File: src/rtl/ram_arb_if.sv
// Master-side bus of the three-port RAM arbiter.
// Three private strobe/ack ports share one read-data bus (m_dout).
`timescale 1ns/1ps
interface ram_arb_if;
  logic        m0_stb, m1_stb, m2_stb;
  logic        m0_we, m1_we, m2_we;
  logic [26:2] m0_addr, m1_addr, m2_addr;
  logic [31:0] m0_din, m1_din, m2_din;
  logic [31:0] m_dout;
  logic        m0_ack, m1_ack, m2_ack;

  // Requester side: drives requests, receives completions.
  modport master (
    output m0_stb, m1_stb, m2_stb,
    output m0_we, m1_we, m2_we,
    output m0_addr, m1_addr, m2_addr,
    output m0_din, m1_din, m2_din,
    input  m_dout,
    input  m0_ack, m1_ack, m2_ack
  );

  // Arbiter side.
  modport slave (
    input  m0_stb, m1_stb, m2_stb,
    input  m0_we, m1_we, m2_we,
    input  m0_addr, m1_addr, m2_addr,
    input  m0_din, m1_din, m2_din,
    output m_dout,
    output m0_ack, m1_ack, m2_ack
  );
endinterface

File: src/rtl/ram_arb.sv
// ram_arb: shares the single ram block between instruction fetch (m0),
// data access (m1) and video/DMA (m2). One registered request is presented
// to ram at a time; a per-request watchdog aborts requests ram never acks.
// Build option: define RAM_ARB_RR_EN for round-robin arbitration; otherwise
// fixed priority m0 > m1 > m2.
`timescale 1ns/1ps
module ram_arb #(
  parameter int TMO_CYC = 1023  // 1..1023 cycles before a granted request is aborted
) (
  input  logic        clk,
  input  logic        rst,        // asynchronous, active low
  ram_arb_if.slave    m,
  output logic        ram_stb,
  output logic        ram_we,
  output logic [26:2] ram_addr,
  output logic [31:0] ram_wdata,
  input  logic [31:0] ram_rdata,
  input  logic        ram_ack,
  output logic        tmo,
  output logic [1:0]  gnt
);

  typedef enum logic [1:0] {IDLE, BUSY, DONE} state_t;

  localparam logic [9:0] TMO_LAST = 10'(TMO_CYC - 1);
  localparam logic [9:0] CNT_MAX  = 10'h3FF;

  state_t      state;
  logic [9:0]  cnt;
  logic [2:0]  ack_q;
  logic [31:0] dout_q;

  logic [2:0]  req;
  logic [1:0]  win;
  logic        sel_we;
  logic [26:2] sel_addr;
  logic [31:0] sel_din;

`ifdef RAM_ARB_RR_EN
  logic [1:0]  ptr;  // last granted port; the search starts just after it
`endif

  assign req = {m.m2_stb, m.m1_stb, m.m0_stb};

  assign m.m0_ack = ack_q[0];
  assign m.m1_ack = ack_q[1];
  assign m.m2_ack = ack_q[2];
  assign m.m_dout = dout_q;

  // Pick the winning port among the active strobes.
  always_comb begin
    // NOTE: every signal assigned here gets a default first, so no path
    // leaves it unassigned and no latch is inferred.
    win = 2'd0;
`ifdef RAM_ARB_RR_EN
    case (ptr)
      2'd0:    win = req[1] ? 2'd1 : (req[2] ? 2'd2 : 2'd0);
      2'd1:    win = req[2] ? 2'd2 : (req[0] ? 2'd0 : 2'd1);
      default: win = req[0] ? 2'd0 : (req[1] ? 2'd1 : 2'd2);
    endcase
`else
    if (req[0])      win = 2'd0;
    else if (req[1]) win = 2'd1;
    else             win = 2'd2;
`endif
  end

  // Route the winner's request fields to the request registers.
  always_comb begin
    sel_we   = 1'b0;
    sel_addr = '0;
    sel_din  = '0;
    case (win)
      2'd0: begin
        sel_we   = m.m0_we;
        sel_addr = m.m0_addr;
        sel_din  = m.m0_din;
      end
      2'd1: begin
        sel_we   = m.m1_we;
        sel_addr = m.m1_addr;
        sel_din  = m.m1_din;
      end
      default: begin
        sel_we   = m.m2_we;
        sel_addr = m.m2_addr;
        sel_din  = m.m2_din;
      end
    endcase
  end

  // Arbitration FSM: grant in IDLE, wait for ram or the watchdog in BUSY,
  // present the one-cycle ack/tmo in DONE.
  always_ff @(posedge clk or negedge rst) begin
    // NOTE: state registers use non-blocking assignments so every flop
    // samples the pre-edge values, independent of statement order.
    if (!rst) begin
      state     <= IDLE;
      ram_stb   <= 1'b0;
      ram_we    <= 1'b0;
      ram_addr  <= '0;
      ram_wdata <= '0;
      dout_q    <= '0;
      ack_q     <= '0;
      tmo       <= 1'b0;
      gnt       <= 2'd0;
      cnt       <= '0;
`ifdef RAM_ARB_RR_EN
      ptr       <= 2'd2;
`endif
    end else begin
      case (state)
        IDLE: begin
          ack_q <= '0;
          tmo   <= 1'b0;
          if (|req) begin
            gnt       <= win;
            ram_we    <= sel_we;
            ram_addr  <= sel_addr;
            ram_wdata <= sel_din;
            ram_stb   <= 1'b1;
            cnt       <= '0;
            state     <= BUSY;
`ifdef RAM_ARB_RR_EN
            ptr       <= win;
`endif
          end
        end

        BUSY: begin
          // A ram ack in the last watchdog cycle still completes normally.
          if (ram_ack) begin
            dout_q  <= ram_rdata;
            ack_q   <= 3'b001 << gnt;
            ram_stb <= 1'b0;
            state   <= DONE;
          end else if (cnt == TMO_LAST) begin
            ram_stb <= 1'b0;
            tmo     <= 1'b1;
            state   <= DONE;
          end else if (cnt != CNT_MAX) begin
            cnt <= cnt + 10'd1;
          end
        end

        DONE: begin
          // Requesters still show their old strobe here, so no grant.
          ack_q <= '0;
          tmo   <= 1'b0;
          state <= IDLE;
        end

        default: state <= IDLE;
      endcase
    end
  end

endmodule
File: src/flat_wrapper.sv
// flat-port wrapper written by rule: the top's interface ports become plain ports
module ram_arb_flat 
#(
  parameter int TMO_CYC = 1023                                                       
)
  (clk, rst, ram_stb, ram_we, ram_addr, ram_wdata, ram_rdata, ram_ack, tmo, gnt, m_m0_stb, m_m1_stb, m_m2_stb, m_m0_we, m_m1_we, m_m2_we, m_m0_addr, m_m1_addr, m_m2_addr, m_m0_din, m_m1_din, m_m2_din, m_m_dout, m_m0_ack, m_m1_ack, m_m2_ack);
  ram_arb_if m_i ();
  input  logic clk;
  input  logic rst;
  output logic ram_stb;
  output logic ram_we;
  output logic [26:2] ram_addr;
  output logic [31:0] ram_wdata;
  input  logic [31:0] ram_rdata;
  input  logic ram_ack;
  output logic tmo;
  output logic [1:0] gnt;
  input wire logic [$bits(m_i.m0_stb)-1:0] m_m0_stb;
  input wire logic [$bits(m_i.m1_stb)-1:0] m_m1_stb;
  input wire logic [$bits(m_i.m2_stb)-1:0] m_m2_stb;
  input wire logic [$bits(m_i.m0_we)-1:0] m_m0_we;
  input wire logic [$bits(m_i.m1_we)-1:0] m_m1_we;
  input wire logic [$bits(m_i.m2_we)-1:0] m_m2_we;
  input wire logic [$bits(m_i.m0_addr)-1:0] m_m0_addr;
  input wire logic [$bits(m_i.m1_addr)-1:0] m_m1_addr;
  input wire logic [$bits(m_i.m2_addr)-1:0] m_m2_addr;
  input wire logic [$bits(m_i.m0_din)-1:0] m_m0_din;
  input wire logic [$bits(m_i.m1_din)-1:0] m_m1_din;
  input wire logic [$bits(m_i.m2_din)-1:0] m_m2_din;
  output wire logic [$bits(m_i.m_dout)-1:0] m_m_dout;
  output wire logic [$bits(m_i.m0_ack)-1:0] m_m0_ack;
  output wire logic [$bits(m_i.m1_ack)-1:0] m_m1_ack;
  output wire logic [$bits(m_i.m2_ack)-1:0] m_m2_ack;
  assign m_i.m0_stb = m_m0_stb;
  assign m_i.m1_stb = m_m1_stb;
  assign m_i.m2_stb = m_m2_stb;
  assign m_i.m0_we = m_m0_we;
  assign m_i.m1_we = m_m1_we;
  assign m_i.m2_we = m_m2_we;
  assign m_i.m0_addr = m_m0_addr;
  assign m_i.m1_addr = m_m1_addr;
  assign m_i.m2_addr = m_m2_addr;
  assign m_i.m0_din = m_m0_din;
  assign m_i.m1_din = m_m1_din;
  assign m_i.m2_din = m_m2_din;
  assign m_m_dout = m_i.m_dout;
  assign m_m0_ack = m_i.m0_ack;
  assign m_m1_ack = m_i.m1_ack;
  assign m_m2_ack = m_i.m2_ack;
  ram_arb #(.TMO_CYC(TMO_CYC)) u_core (.clk(clk), .rst(rst), .m(m_i), .ram_stb(ram_stb), .ram_we(ram_we), .ram_addr(ram_addr), .ram_wdata(ram_wdata), .ram_rdata(ram_rdata), .ram_ack(ram_ack), .tmo(tmo), .gnt(gnt));
endmodule
File: config.mk
export PLATFORM = sky130hd
export DESIGN_NAME = ram_arb_flat
export DESIGN_NICKNAME = d
export VERILOG_FILES = /design/src/rtl/ram_arb_if.sv /design/src/rtl/ram_arb.sv /design/src/flat_wrapper.sv
export SDC_FILE = /design/constraint.sdc
export NUM_CORES = 1
export LEC_CHECK = 0
export CORE_ASPECT_RATIO = 2
export CORE_MARGIN = 3
export CORE_UTILIZATION = 35
export DETAILED_ROUTE_END_ITERATION = 10
export MAX_ROUTING_LAYER = met4
export PLACE_DENSITY = 0.77
export SETUP_SLACK_MARGIN = 0.4
export SYNTH_ARGS = -nofsm -noshare
export SYNTH_HDL_FRONTEND = slang
export SYNTH_SLANG_ARGS = --single-unit
File: constraint.sdc
create_clock -name clk -period 1.7 [get_ports clk]
set_clock_uncertainty 0.1 [all_clocks]
set_input_delay 0.51 -clock clk [delete_from_list [all_inputs] [get_ports clk]]
set_output_delay 0.51 -clock clk [all_outputs]
set_load 0.02 [all_outputs]
# After elaboration in Yosys (flattened, before gate mapping)
# Index checks and enable logic that the tools add are counted.
# word_totals
register_bits	109
latchBits	0
mem_bits_rw	0
romBits	0
output_inout_bits	97
wordCells	60
mem_count	0
# op_classes
n_addsub	1
multipliers	0
n_div	0
order_cmp	0
eq_ne	12
n_shift	1
muxes	23
bitwise_logic	0
n_reduce_logical	13
# ops
op	count
$pmux W32 S2	1
$pmux W25 S2	1
$mux W10	4
$pmux W10 S2	1
$add A10 B1 Y10 const B	1
$eq A10 B10 Y1 const B	1
$mux W2	5
$ne A10 B10 Y1 const B	1
$reduce_and A2 Y1	4
$ne A2 B1 Y1 const B	3
$ne A2 B2 Y1 const B	3
$pmux W1 S2	3
$pmux W3 S2	1
$reduce_and A3 Y1	2
$mux W1	5
$reduce_and A5 Y1	1
$eq A2 B1 Y1 const B	2
$logic_not A2 Y1	2
$pmux W2 S2	1
$reduce_bool A2 Y1	2
$mux W3	1
$ne A3 B2 Y1 const B	1
$reduce_or A3 Y1	1
$shl A1 B2 Y3 const A	1
other kinds (2)	2

# Depth between registers and ports, before layout
# Gate-level depths: netlist of the first run.
# logic_depth
ltp_word	5
depth_mapped	8
ltp_nobuf	5

# Least setup slack after synthesis of the first run
# OpenSTA, ideal clock, no wires.
# synth_path
path_kind	input to register
start	input port m_m0_stb
end	register u_core.ram_wdata[16]
arrival_ns	1.516
required_ns	1.474
path_slack_ns	-0.041
stages	6
path_buffers	3
path_cell_list	buf_2 o31ai_2 buf_2 buf_6 nor2_1 a221o_1
# synth_via
elab_chain_len	3
word_cells_on_any_way	6
# synth_rtl
element	line_no	source
from (decl)	flat_wrapper.sv:18	input wire logic [$bits(m_i.m0_stb)-1:0] m_m0_stb;
$mux W2	ram_arb.sv:62	if (req[0]) win = 2'd0;
$eq A2 B1 Y1 or $logic_not A2 Y1 (tied branches)	ram_arb.sv:73	case (win)
$pmux W32 S2	ram_arb.sv:73	
to (signal assigned)	ram_arb.sv:120	ram_wdata <= sel_din;
to (decl)	ram_arb.sv:16	output logic [31:0] ram_wdata,
# Parallel ways exist; a longest one is shown, timed or not.
# A chain may end at the register's enable or synchronous reset.

# Worst setup path in the final report of the first run
# layout_path
start	register u_core.state[1]
end	register u_core.ram_addr[14] (netlist bit)
# layout_via
elab_chain_len	2
# layout_rtl
element	line_no	source
from (decl)	ram_arb.sv:28	state_t state;
from (signal assigned)	ram_arb.sv:98	state <= IDLE;
from (signal assigned)	ram_arb.sv:123	state <= BUSY;
from (signal assigned)	ram_arb.sv:136	state <= DONE;
$logic_not A2 Y1	ram_arb.sv:112	case (state)
$reduce_and A2 Y1 (no line)	-	
to (signal assigned)	ram_arb.sv:119	ram_addr <= sel_addr;
to (decl)	ram_arb.sv:15	output logic [26:2] ram_addr,
# No other way between the ends.

==> impl_metrics.ini, run 1 <==
[status]
status = finished clean

[clocking]
htreeDepth = 3
cts-root-buf = clkbuf_16
clk_pin_slew_ns = 0.08
cts_tree = done
clk_latency_ns = 0.35
cts-buffers-inserted = 9
clock-sinks = 109
cts_max_path_buffers = 2

[placement]
post-dp-hpwl_mm = 14.9
io_buffers = 308
place_congestion = 0.914
place_ws_ns = -0.461

[pwr]
vdd_drop_max_mv = 0.824
p_per_area_mw_per_mm2 = 1650
leakagePower_nw = 5.09
finalPower_w = 0.0183

[worst_setup_path]
worst-setup-path-type = reg2reg
startpoint = u_core.state[1]
start_kind = flop
required_ns = 1.82
cp-end-kind = flop
rr_startpoint = u_core.state[1]
reg2reg_slack_ns = 0.06
worstPathMaxFanout = 7
arrival_ns = 1.75

[global_route]
grt-ovfl-total = 0
antenna_found_initial = 0
grt_max_degree = 64
grt_pass1_vias = 5673
grt_pass1_wl_mm = 30.8
grt_use_total_pct = 24.0

[sta]
setup_viol = 0
timing.final.ws_setup_ns = 0.0632
finalCriticalPeriod_ns = 1.64
tightestPinTransition_ns = 0.574
relSlewSlack_pct = 61.7
rsz0062_at_grt = true
holdWs_ns = 0.404
fin_crit_sh_pct = 96.3
fmax_ghz = 0.611
hold_violations = 0
slew_viol_final = 0

[synth]
netlist_area_sq_mm = 0.00543
synthCells = 545
yosysWarnings = 0
synth-seq-area-share_pct = 50.3
synth-seq-cells = 109
syn_nets = 759
yosysUniqueCellTypes = 40
synth.avg_cell_area_sq_um = 9.96
async_reset_ff_share_pct = 100
synth-edff-count = 0
synth_ff_type = dfrtp_1

[final_layout]
final_nets = 1171
final_layout_size_suffix_gt1_share_pct = 40.6
post-route-util_pct = 74.2
syn_to_final_growth_pct = 105
diodes = 0

[min_path]
hold_class = reg2reg
hp-start = u_core.ram_wdata[7]

[floorplan]
start_util_pct = 36.2
rows = 63
ios = 309
die_h_um = 182
fp.dieW_um = 94.0
core_area_sq_mm = 0.0150
die-area_sq_mm = 0.0171

[routing]
viasPerCell = 5.09
ant_nets = 0
drtIter0Drc = 168
num_vias = 5885
dr.pass1.iters = 4
wire_per_inst_um = 20.2
drc = 0
wl_mm = 23.3

[job]
cap_viol_max_count = 0
[cells in the mapped netlist, types with 9 or more instances]
cell type | instances | share of area (%)
a21oi_1 | 57 | 5.3
clkbuf_1 | 10 | 0.69
nor2_1 | 65 | 4.5
mux2_2 | 32 | 6.6
o21ai_0 | 58 | 5.3
buf_2 | 16 | 1.5
dfrtp_1 | 109 | 50
a31oi_1 | 9 | 1.0
mux2i_1 | 54 | 10
nand2_1 | 62 | 4.3
[metal layers]
metal	vias to the layer above	share of wire [%]	track usage (%)
met5	-	0	-
met4	0	2.8	7.23
met3	42	4.7	3.51
met2	218	59	45.8
met1	2879	33	24.7
li1	2746	-	-
[worst max-delay path, cell delays in order, from the launching register on]
cell and delay (ns):
dfrtp_2 0.48, nor2_4 0.17, o31ai_4 0.16, buf_12 0.20, buf_12 0.13, buf_16 0.14, nand2_4 0.06, o21ai_2 0.06
[placed cells by master, fill, tap and decap left out, types with 4 or more instances in the layout]
master           netlist  layout
a21oi_1               57      52
a21oi_2                0       5
a221o_1                5       5
a22oi_1                5       5
a31oi_1                9       8
buf_12                 0      15
buf_16                 0       7
buf_4                  6      88
buf_6                  2     108
clkbuf_16              0      18
clkdlybuf4s50_1        0     206
dfrtp_1              109     105
dfrtp_2                0       4
mux2_2                32      20
mux2_4                 1      13
mux2i_1               54      54
nand2_1               62      15
nand2_2                0      18
nand2_4                0      29
nand2b_1               6       6
nand3_1                6       4
nor2_1                65      62
o21ai_0               58       8
o21ai_1                1      19
o21ai_2                0      30
[layout make-up]
type / count / area, sq um
timing repair buffer: 439 / 4730
fill: 1009 / 3860
multi-input combinational: 396 / 3110
sequential: 109 / 2730
clock buffer: 11 / 253
tap: 195 / 244
clock inverter: 5 / 43.8
inverter: 2 / 7.51
[where the power goes]
| part | internal, W | leakage (nW) | switching (W) | total [W] |
|---|---|---|---|---|
| clock | 0.00109 | 0.140 | 0.00101 | 0.00210 |
| combinational | 0.00631 | 3.60 | 0.00510 | 0.0114 |
| sequential | 0.00376 | 1.35 | 0.00106 | 0.00481 |
| total | 0.0112 | 5.09 | 0.00717 | 0.0183 |
[stage by stage]
stage,instance area (sq um),TNS [ns],instances
2_1_floorplan,5660,0,545
3_3_place_gp,9030,-34.15,1046
3_5_place_dp,9030,-36.08,1046
4_1_cts,10100,0,1109
5_1_grt,11100,0,1157
6_report,11100,0,1157
[kinds of logic (layout without fill, tap and decap cells)]
| logic type | count (synthesis) | after routing | share of synthesized area, % |
|---|---|---|---|
| adder cells (fa/ha/maj) | 2 | 2 | 0.461 |
| flip-flops | 109 | 109 | 50.3 |
| AO/OA/AOI/OAI | 145 | 145 | 15.4 |
| multiplexers | 87 | 87 | 16.9 |
| buffers and inverters | 42 | 457 | 3.97 |
| AND/OR/NAND/NOR | 160 | 162 | 13.1 |
[path summary, 6_finish.rpt]
| kind | to | cells past startpoint |
|---|---|---|
| worst max-delay path | u_core.ram_addr[14] | 7 |
| worst min-delay path | u_core.ram_wdata[7] | 2 |
| worst max register to register | u_core.ram_addr[14] | 7 |
| worst min register to register | u_core.ram_wdata[7] | 2 |
| max in group asynchronous | u_core.m.m_dout[31] | 3 |
| min in group asynchronous | u_core.ram_addr[9] | 2 |
[repair_timing]
action / 4_1_cts / 5_1_grt
hold endpoints to repair: 8 / 0
pin swaps: 22 / 38
endpoints found under the setup margin: 205 / 206
setup buffers: 38 / 35
gates resized for setup: 667 / 136
cloned: 8 / 13
hold buffers: 1 / 0
[state kept, by name (all words and copies together) (netlist names)]
name              cells
u_core.ram_we         1
u_core.ram_wdata     32
u_core.tmo            1
u_core.ack_q          3
u_core.m.m_dout      32
u_core.ram_addr      25
u_core.cnt           10
u_core.ram_stb        1
u_core.state          2
u_core.gnt            2
Power figures use the tool's default switching activity.
==> inputs of run 2 (changes only) <==
--- a/config.mk
+++ b/config.mk
@@ -5,6 +5,7 @@
 export SDC_FILE = /design/constraint.sdc
 export NUM_CORES = 1
 export LEC_CHECK = 0
+export ABC_CLOCK_PERIOD_IN_PS = 1700
 export CORE_ASPECT_RATIO = 2
 export CORE_MARGIN = 3
 export CORE_UTILIZATION = 35
==> results of run 2 <==
Same layout as run 1: the final DEF is identical, and so are final timing and power.
==> inputs of run 3 (changes only) <==
--- a/config.mk
+++ b/config.mk
@@ -5,7 +5,6 @@
 export SDC_FILE = /design/constraint.sdc
 export NUM_CORES = 1
 export LEC_CHECK = 0
-export ABC_CLOCK_PERIOD_IN_PS = 1700
 export CORE_ASPECT_RATIO = 2
 export CORE_MARGIN = 3
 export CORE_UTILIZATION = 35
==> results of run 3 <==
Same layout as run 1: the final DEF is identical, and so are final timing and power.
